### config.mk
export PLATFORM = sky130hd
export DESIGN_NAME = fetch_sequencer
export DESIGN_NICKNAME = d
export VERILOG_FILES = /design/src/rtl/fetch_sequencer.sv
export SDC_FILE = /design/constraint.sdc
export NUM_CORES = 1
export LEC_CHECK = 0
export ABC_AREA = 0
export CAP_MARGIN = 10
export CORE_UTILIZATION = 46
export CTS_CLUSTER_SIZE = 28
export DETAILED_ROUTE_END_ITERATION = 16
export PLACE_DENSITY_LB_ADDON = 0.08
export RECOVER_POWER = 25
export SETUP_SLACK_MARGIN = 0.4
export SLEW_MARGIN = 15
export SYNTH_ARGS = -nofsm -noshare
export SYNTH_HDL_FRONTEND = slang
export SYNTH_SLANG_ARGS = --single-unit
### constraint.sdc
create_clock -name clock -period 3.1 [get_ports clock]
set_input_delay 0.775 -clock clock [delete_from_list [all_inputs] [get_ports clock]]
set_output_delay 0.775 -clock clock [all_outputs]
set_load 0.02 [all_outputs]
### src/rtl/fetch_sequencer.sv
// rtl/fetch_sequencer.sv - program counter and fetch controller for a 1-cycle-latency instruction memory
// Presents one word per cycle to decode, holds the read address during stalls, redirects on branch, faults out of range.
module fetch_sequencer #(
  parameter int                ADDR_W    = 32,
  parameter int                MEM_DEPTH = 128,
  parameter logic [ADDR_W-1:0] RESET_PC  = '0
) (
  input  logic              clock,
  input  logic              reset_n,
  input  logic              start,
  input  logic              halt,
  input  logic              branch_taken,
  input  logic [ADDR_W-1:0] branch_target,
  output logic [ADDR_W-1:0] imem_addr,
  input  logic [31:0]       imem_inst,
  output logic [31:0]       inst_out,
  output logic [ADDR_W-1:0] pc_out,
  output logic              inst_valid,
  input  logic              inst_ready,
  output logic              running,
  output logic              fault,
  output logic [31:0]       inst_count
);

  typedef enum logic [1:0] {S_IDLE, S_RUN, S_HALTED, S_FAULT} state_t;

  localparam logic [ADDR_W-1:0] DEPTH    = ADDR_W'(MEM_DEPTH);
  localparam logic              RESET_OK = (RESET_PC < DEPTH);

  state_t            state_q, state_d;
  logic [ADDR_W-1:0] pc_q, pc_d;
  logic [ADDR_W-1:0] f_pc_q, f_pc_d;
  logic              f_valid_q, f_valid_d;
  logic [31:0]       cnt_q, cnt_d;

  logic is_run, is_stopped, adv, accept, tgt_ok, pc_ok;

  assign is_run     = (state_q == S_RUN);
  assign is_stopped = (state_q == S_IDLE) || (state_q == S_HALTED);
  assign adv        = is_run && (!f_valid_q || inst_ready);
  assign accept     = is_run && f_valid_q && inst_ready;
  assign tgt_ok     = (branch_target < DEPTH);
  assign pc_ok      = (pc_q < DEPTH);

  assign inst_out   = imem_inst;
  assign pc_out     = f_pc_q;
  assign inst_count = cnt_q;

  always_ff @(posedge clock or negedge reset_n) begin
    if (!reset_n) begin
      state_q   <= S_IDLE;
      pc_q      <= RESET_PC;
      f_pc_q    <= RESET_PC;
      f_valid_q <= 1'b0;
      cnt_q     <= 32'd0;
    end else begin
      state_q   <= state_d;
      pc_q      <= pc_d;
      f_pc_q    <= f_pc_d;
      f_valid_q <= f_valid_d;
      cnt_q     <= cnt_d;
    end
  end

  always_comb begin
    state_d   = state_q;
    pc_d      = pc_q;
    f_pc_d    = f_pc_q;
    f_valid_d = f_valid_q;
    cnt_d     = cnt_q;
    // The word on the bus counts whenever it is taken, whatever else happens this cycle.
    if (accept && (cnt_q != 32'hFFFF_FFFF)) begin
      cnt_d = cnt_q + 32'd1;
    end
    case (state_q)
      S_IDLE, S_HALTED: begin
        if (start) begin
          cnt_d = 32'd0;
          if (RESET_OK) begin
            state_d   = S_RUN;
            f_pc_d    = RESET_PC;
            f_valid_d = 1'b1;
            pc_d      = RESET_PC + 1'b1;
          end else begin
            state_d   = S_FAULT;
            f_valid_d = 1'b0;
          end
        end
      end
      S_RUN: begin
        if (halt) begin
          state_d   = S_HALTED;
          f_valid_d = 1'b0;
        end else if (branch_taken) begin
          if (tgt_ok) begin
            f_pc_d    = branch_target;
            f_valid_d = 1'b1;
            pc_d      = branch_target + 1'b1;
          end else begin
            state_d   = S_FAULT;
            f_valid_d = 1'b0;
          end
        end else if (adv) begin
          if (pc_ok) begin
            f_pc_d    = pc_q;
            f_valid_d = 1'b1;
            pc_d      = pc_q + 1'b1;
          end else begin
            state_d   = S_FAULT;
            f_valid_d = 1'b0;
          end
        end
      end
      default: begin
        state_d   = S_FAULT;
        f_valid_d = 1'b0;
      end
    endcase
  end

  always_comb begin
    running    = is_run;
    fault      = (state_q == S_FAULT);
    inst_valid = f_valid_q && is_run;
    // Falling back to f_pc re-reads the presented word, keeping imem_inst stable during stalls.
    imem_addr  = f_pc_q;
    if (is_stopped && start && RESET_OK) begin
      imem_addr = RESET_PC;
    end else if (is_run && branch_taken) begin
      if (tgt_ok) imem_addr = branch_target;
    end else if (adv && pc_ok) begin
      imem_addr = pc_q;
    end
  end

endmodule

Word level (Yosys, flattened, before mapping)
Cells that the tools add are included. Widths: inputs -> output; s select.

$add $sub $neg: 3. $lt $le $gt $ge: 2. Equal/unequal tests: 12. Muxes and demuxes: 34. Reduce and logical (&&, ||, !) cells: 17.

Operator list (count): $mux 32 (18); $pmux 32 s2 (2); $add 32x1->32 const B (3); $lt 32x8->1 const B (2); $ne 32x32->1 const B (1); $mux 2 (6); $ne 3x2->1 const B (3); $ne 4x4->1 const B (2); $logic_and 1x1->1 (7); $mux 1 (6); $reduce_and 6->1 (1); $reduce_and 5->1 (1); $eq 2x2->1 const B (2); $ne 2x2->1 const B (2); $ne 4x3->1 const B (1); $pmux 2 s2 (1); $reduce_and 4->1 (1); $eq 2x1->1 const B (1); $logic_not 2->1 (1); $logic_or 1x1->1 (2); $pmux 1 s2 (1); $reduce_and 2->1 (1); $reduce_bool 2->1 (1); $reduce_or 2->1 (1); $logic_not 1->1 (1).

Bits in registers: 99. Input bits: 70. Output and inout bits: 131. Word-level logic and storage cells: 73.

Longest topological paths before layout
Depth in word-level cells: 7. Mapped depth: 11. Gate-level depth less buffers: 8.

Least setup slack after synthesis
OpenSTA, ideal clock, no wires.

Kind: input to output. Start: input branch_target[21]. End: output imem_addr[11]. Arrival: 2.273 ns. Data required time: 2.325 ns. Setup slack: 0.052 ns. Stages: 7. Path buffers: 2. Path through: nor4_1 -> and4_1 -> buf_2 -> nand3_1 -> a21oi_1 -> buf_2 -> nor2_1.

Cells in the longest elaborated chain, start to end: 4.

RTL lines: from (decl) (RTL line 13) `input logic [ADDR_W-1:0] branch_target,`; $lt 32x8->1 (RTL line 42) `assign tgt_ok = (branch_target < DEPTH);`; $mux 32; $mux 32 (RTL line 129) `end else if (is_run && branch_taken) begin`; $mux 32 (RTL line 127) `if (is_stopped && start && RESET_OK) begin`; to (decl) (RTL line 14) `output logic [ADDR_W-1:0] imem_addr,`.

No other way between the ends.

Worst setup path after layout
Start: input branch_target[9]. End: output imem_addr[18].

Same word-level chain as after synthesis.

==> impl_metrics.tcl <==
set metrics [dict create \
    run_status "complete, but fails checks" \
    failing_checks "capacitance limit, slew limit, setup timing" \
    hold_wc_startpoint "pc_q[13]" \
    report.final.setup_viol 27 \
    crit_path_max_incr_delay_ns 0.31 \
    start_kind "input pin" \
    rsz0062_at_grt "yes" \
    internal_power_uw 2130 \
    tightest_slew_ns 1.94 \
    place.port_buffers 136 \
    cts_sinks 99 \
    total_power_uw 2850 \
    critical_path.slowest_cell "nor4_4" \
    hold_class "register to register" \
    clk_path_buf_depth 2 \
    syn_inst 609 \
    pre_cts_worst_setup_slack_ns -0.707 \
    synth.cell_area_mm2 0.00567 \
    layout_worst_path_cycle_share_pct 103 \
    boundaryPins 201 \
    start_util_pct 47.2 \
    synth_nets 681 \
    cts_buffers 9 \
    cts.reportedPaths.clkPinSlew_ns 0.06 \
    vias 5367 \
    synth_common_cells "dfrtp_1 (99), nand2_1 (61), and2_1 (52)" \
    crit_family "simple AND/OR/NAND/NOR gates" \
    fin_area_mm2 0.00862 \
    critPathMaxFanout 6 \
    maxCapViolCount 1 \
    place.gp.congestion 0.897 \
    grt_pass1_vias 5322 \
    yosysSeqAreaShare_pct 43.7 \
    power_per_cell_area_mw_per_mm2 330 \
    final_layout_size_suffix_gt1_share_pct 30.7 \
    crit_path_start "branch_target[9]" \
    synth_flop_cell "dfrtp_1" \
    drt_pre_antenna_iters 5 \
    seqPwrFrac_pct 47.9 \
    critical_path.most_common_cell "buf_6" \
    worstPathArrival_ns 2.41 \
    reg_to_reg_critical_path_startpoint "pc_q[7]" \
    detail_route.wirelength_um 16300 \
    area.growth.synth_to_final_pct 52.2 \
    post_layout_nonfiller_instances 949 \
    grt_overflow_total 0 \
    power.switching_uw 713 \
    rrSetupSlack_ns 0.63 \
    fmax_mhz 314 \
    critical_path.reg2reg.endpoint "pc_out[6]" \
    floorplan.die.height_um 113 \
    ir_drop_mv 0.434 \
    static-leakage-power_uw 0.00366 \
    drt_drc_violations_left 0 \
    routed_wire_length_per_instance_um 17.2 \
    initial_antenna_violation_count 1 \
    worstPathCellList "buf_6, nor4_4, and3_4, buf_12, nand3_4, a21oi_4, buf_6, buf_6, buf_16, nor2_4, buf_6" \
    path_class "input pin to output port" \
    antenna_violating_nets_post_route 0 \
    yosys.cell_count.top_type "dfrtp_1" \
    netlist.top_cell.by_area "dfrtp_1" \
    dieArea_mm2 0.0128 \
    cts-hold-fix-buffers 0 \
    yosys_register_bits 99 \
    grt_start_max_net_pins 65 \
    final-max-slew-violation-count 37 \
    worst_slew_margin_rel_pct -29.0 \
    std_cell_rows 40 \
    worstSetupEndpointType "output port" \
    cts_root_buffer_type "clkbuf_16" \
    async_set_or_reset_flop_fraction_in_the_synthesized_netlist_pct 100 \
    power.clock.fraction_pct 39.3 \
    layout.nets 868 \
    synth_area_leaders "dfrtp_1 (44%), and2_1 (5.7%), buf_4 (4.2%)" \
    globalRouteTotalUtil_pct 26.4 \
    r2r.worst_path.cells 6 \
    worstHoldEndpoint "pc_q[13]" \
    yosys_warnings 0 \
    worst_hold_path_depth 1 \
    dp_cells 891 \
    grt_pass1_wl_um 26800 \
    yosysUniqueCellTypes 56 \
    core_box_area_mm2 0.0120 \
    dp_hpwl_um 10800 \
    netSwitchingFraction_pct 25.0 \
    first_iter_violations 377 \
    finalCriticalPeriod_ns 3.18 \
    syn_area_per_cell_um2 9.30 \
    cts_tree "built" \
    detailed_place.area_mm2 0.00758 \
    die_width_um 113 \
    number_of_synthesized_flops_with_an_enable_pin 0 \
    critPathRequiredTime_ns 2.32 \
    ctsHtreeMaxLevel 3 \
    final_critical_path_setup_slack_ns -0.0841 \
    synth_top_area_share_pct 43.7 \
    final.setup_skew_ns 0.00737 \
    comb_power_share_pct 12.9 \
    clock_insertion_delay_worst_skew_ns 0.36 \
    report.final.hold_viol_count 0 \
    worst-path-buf-inv 6 \
    routed_via_density 5.66 \
]
## cell usage in the layout, fill, tap and decap left out, types with 12 or more instances in the layout
cell type,n
nand2_1,61
nand2b_1,12
buf_4,74
o21ai_0,14
and2_1,52
nor2_4,22
nand4_1,14
clkdlybuf4s50_1,74
nor2_1,24
or3_1,13
nand3_1,22
buf_6,51
a21oi_1,31
mux2i_1,13
dfrtp_1,99
nor4_4,12
## power groups by stage
stage / clock [µW] / combinational (µW) / sequential [µW]
global placement: 0 / 339 / 1370
CTS: 1140 / 364 / 1360
detailed placement: 0 / 344 / 1370
floorplan: 0 / 192 / 1380
finish: 1120 / 366 / 1360
global route: 1190 / 392 / 1370
## worst max-delay path by stage
stage	endpoint	cells after the start
2_1_floorplan	imem_addr[11]	7
3_3_place_gp	imem_addr[6]	8
3_5_place_dp	imem_addr[6]	8
4_1_cts	imem_addr[22]	11
5_1_grt	imem_addr[18]	11
6_report	imem_addr[18]	11
## kinds of logic (layout without fill, tap and decap cells)
group,Yosys count,in the layout,share of synthesized area (%)
simple gates,302,302,30.6
compound gates,109,109,13.3
flops,99,99,43.7
buf+inv,67,259,6.71
mux,23,23,4.13
xor+xnor,7,7,1.08
fa+ha+maj,2,2,0.442
other cells,0,1,0
## flip-flops by register name, summed over array words and instances (netlist names)
signal      flops
inst_count     32
pc_out         32
pc_q           32
state_q         2
f_valid_q       1
## final cells by class
type	count	area [µm²]
Antenna cell	1	2.50
Sequential cell	99	2480
Fill cell	861	3390
Inverter	8	30.0
Timing Repair Buffer	235	2320
Clock buffer	9	225
Tap cell	147	184
Multi-Input combinational cell	443	3310
Clock inverter	7	68.8
## routing by layer
layer | global-route usage [%] | routed length [µm] | vias up
li1 | - | - | 2522
met1 | 33.0 | 6860 | 2649
met2 | 45.7 | 8360 | 162
met3 | 4.61 | 761 | 34
met4 | 10.0 | 352 | 0
met5 | 0 | 0 | -
## what timing repair did
action | CTS | global route
endpoints found under the hold margin | 0 | 0
pin swaps | 40 | 20
resized for setup | 335 | 33
gates cloned | 4 | 0
endpoints found under the setup margin | 34 | 32
buffers inserted | 30 | 7
## stage by stage
step	utilization [%]	hold slack [ns]	TNS, ns
4_1_cts	70.6	0.380	-0.774
3_5_place_dp	63.1	0.472	-21.81
2_1_floorplan	-	0.454	0
3_3_place_gp	63.1	0.469	-21.26
6_report	71.8	0.491	-1.59
5_1_grt	71.8	0.511	-8.94
(Power assumes the default switching activity.)
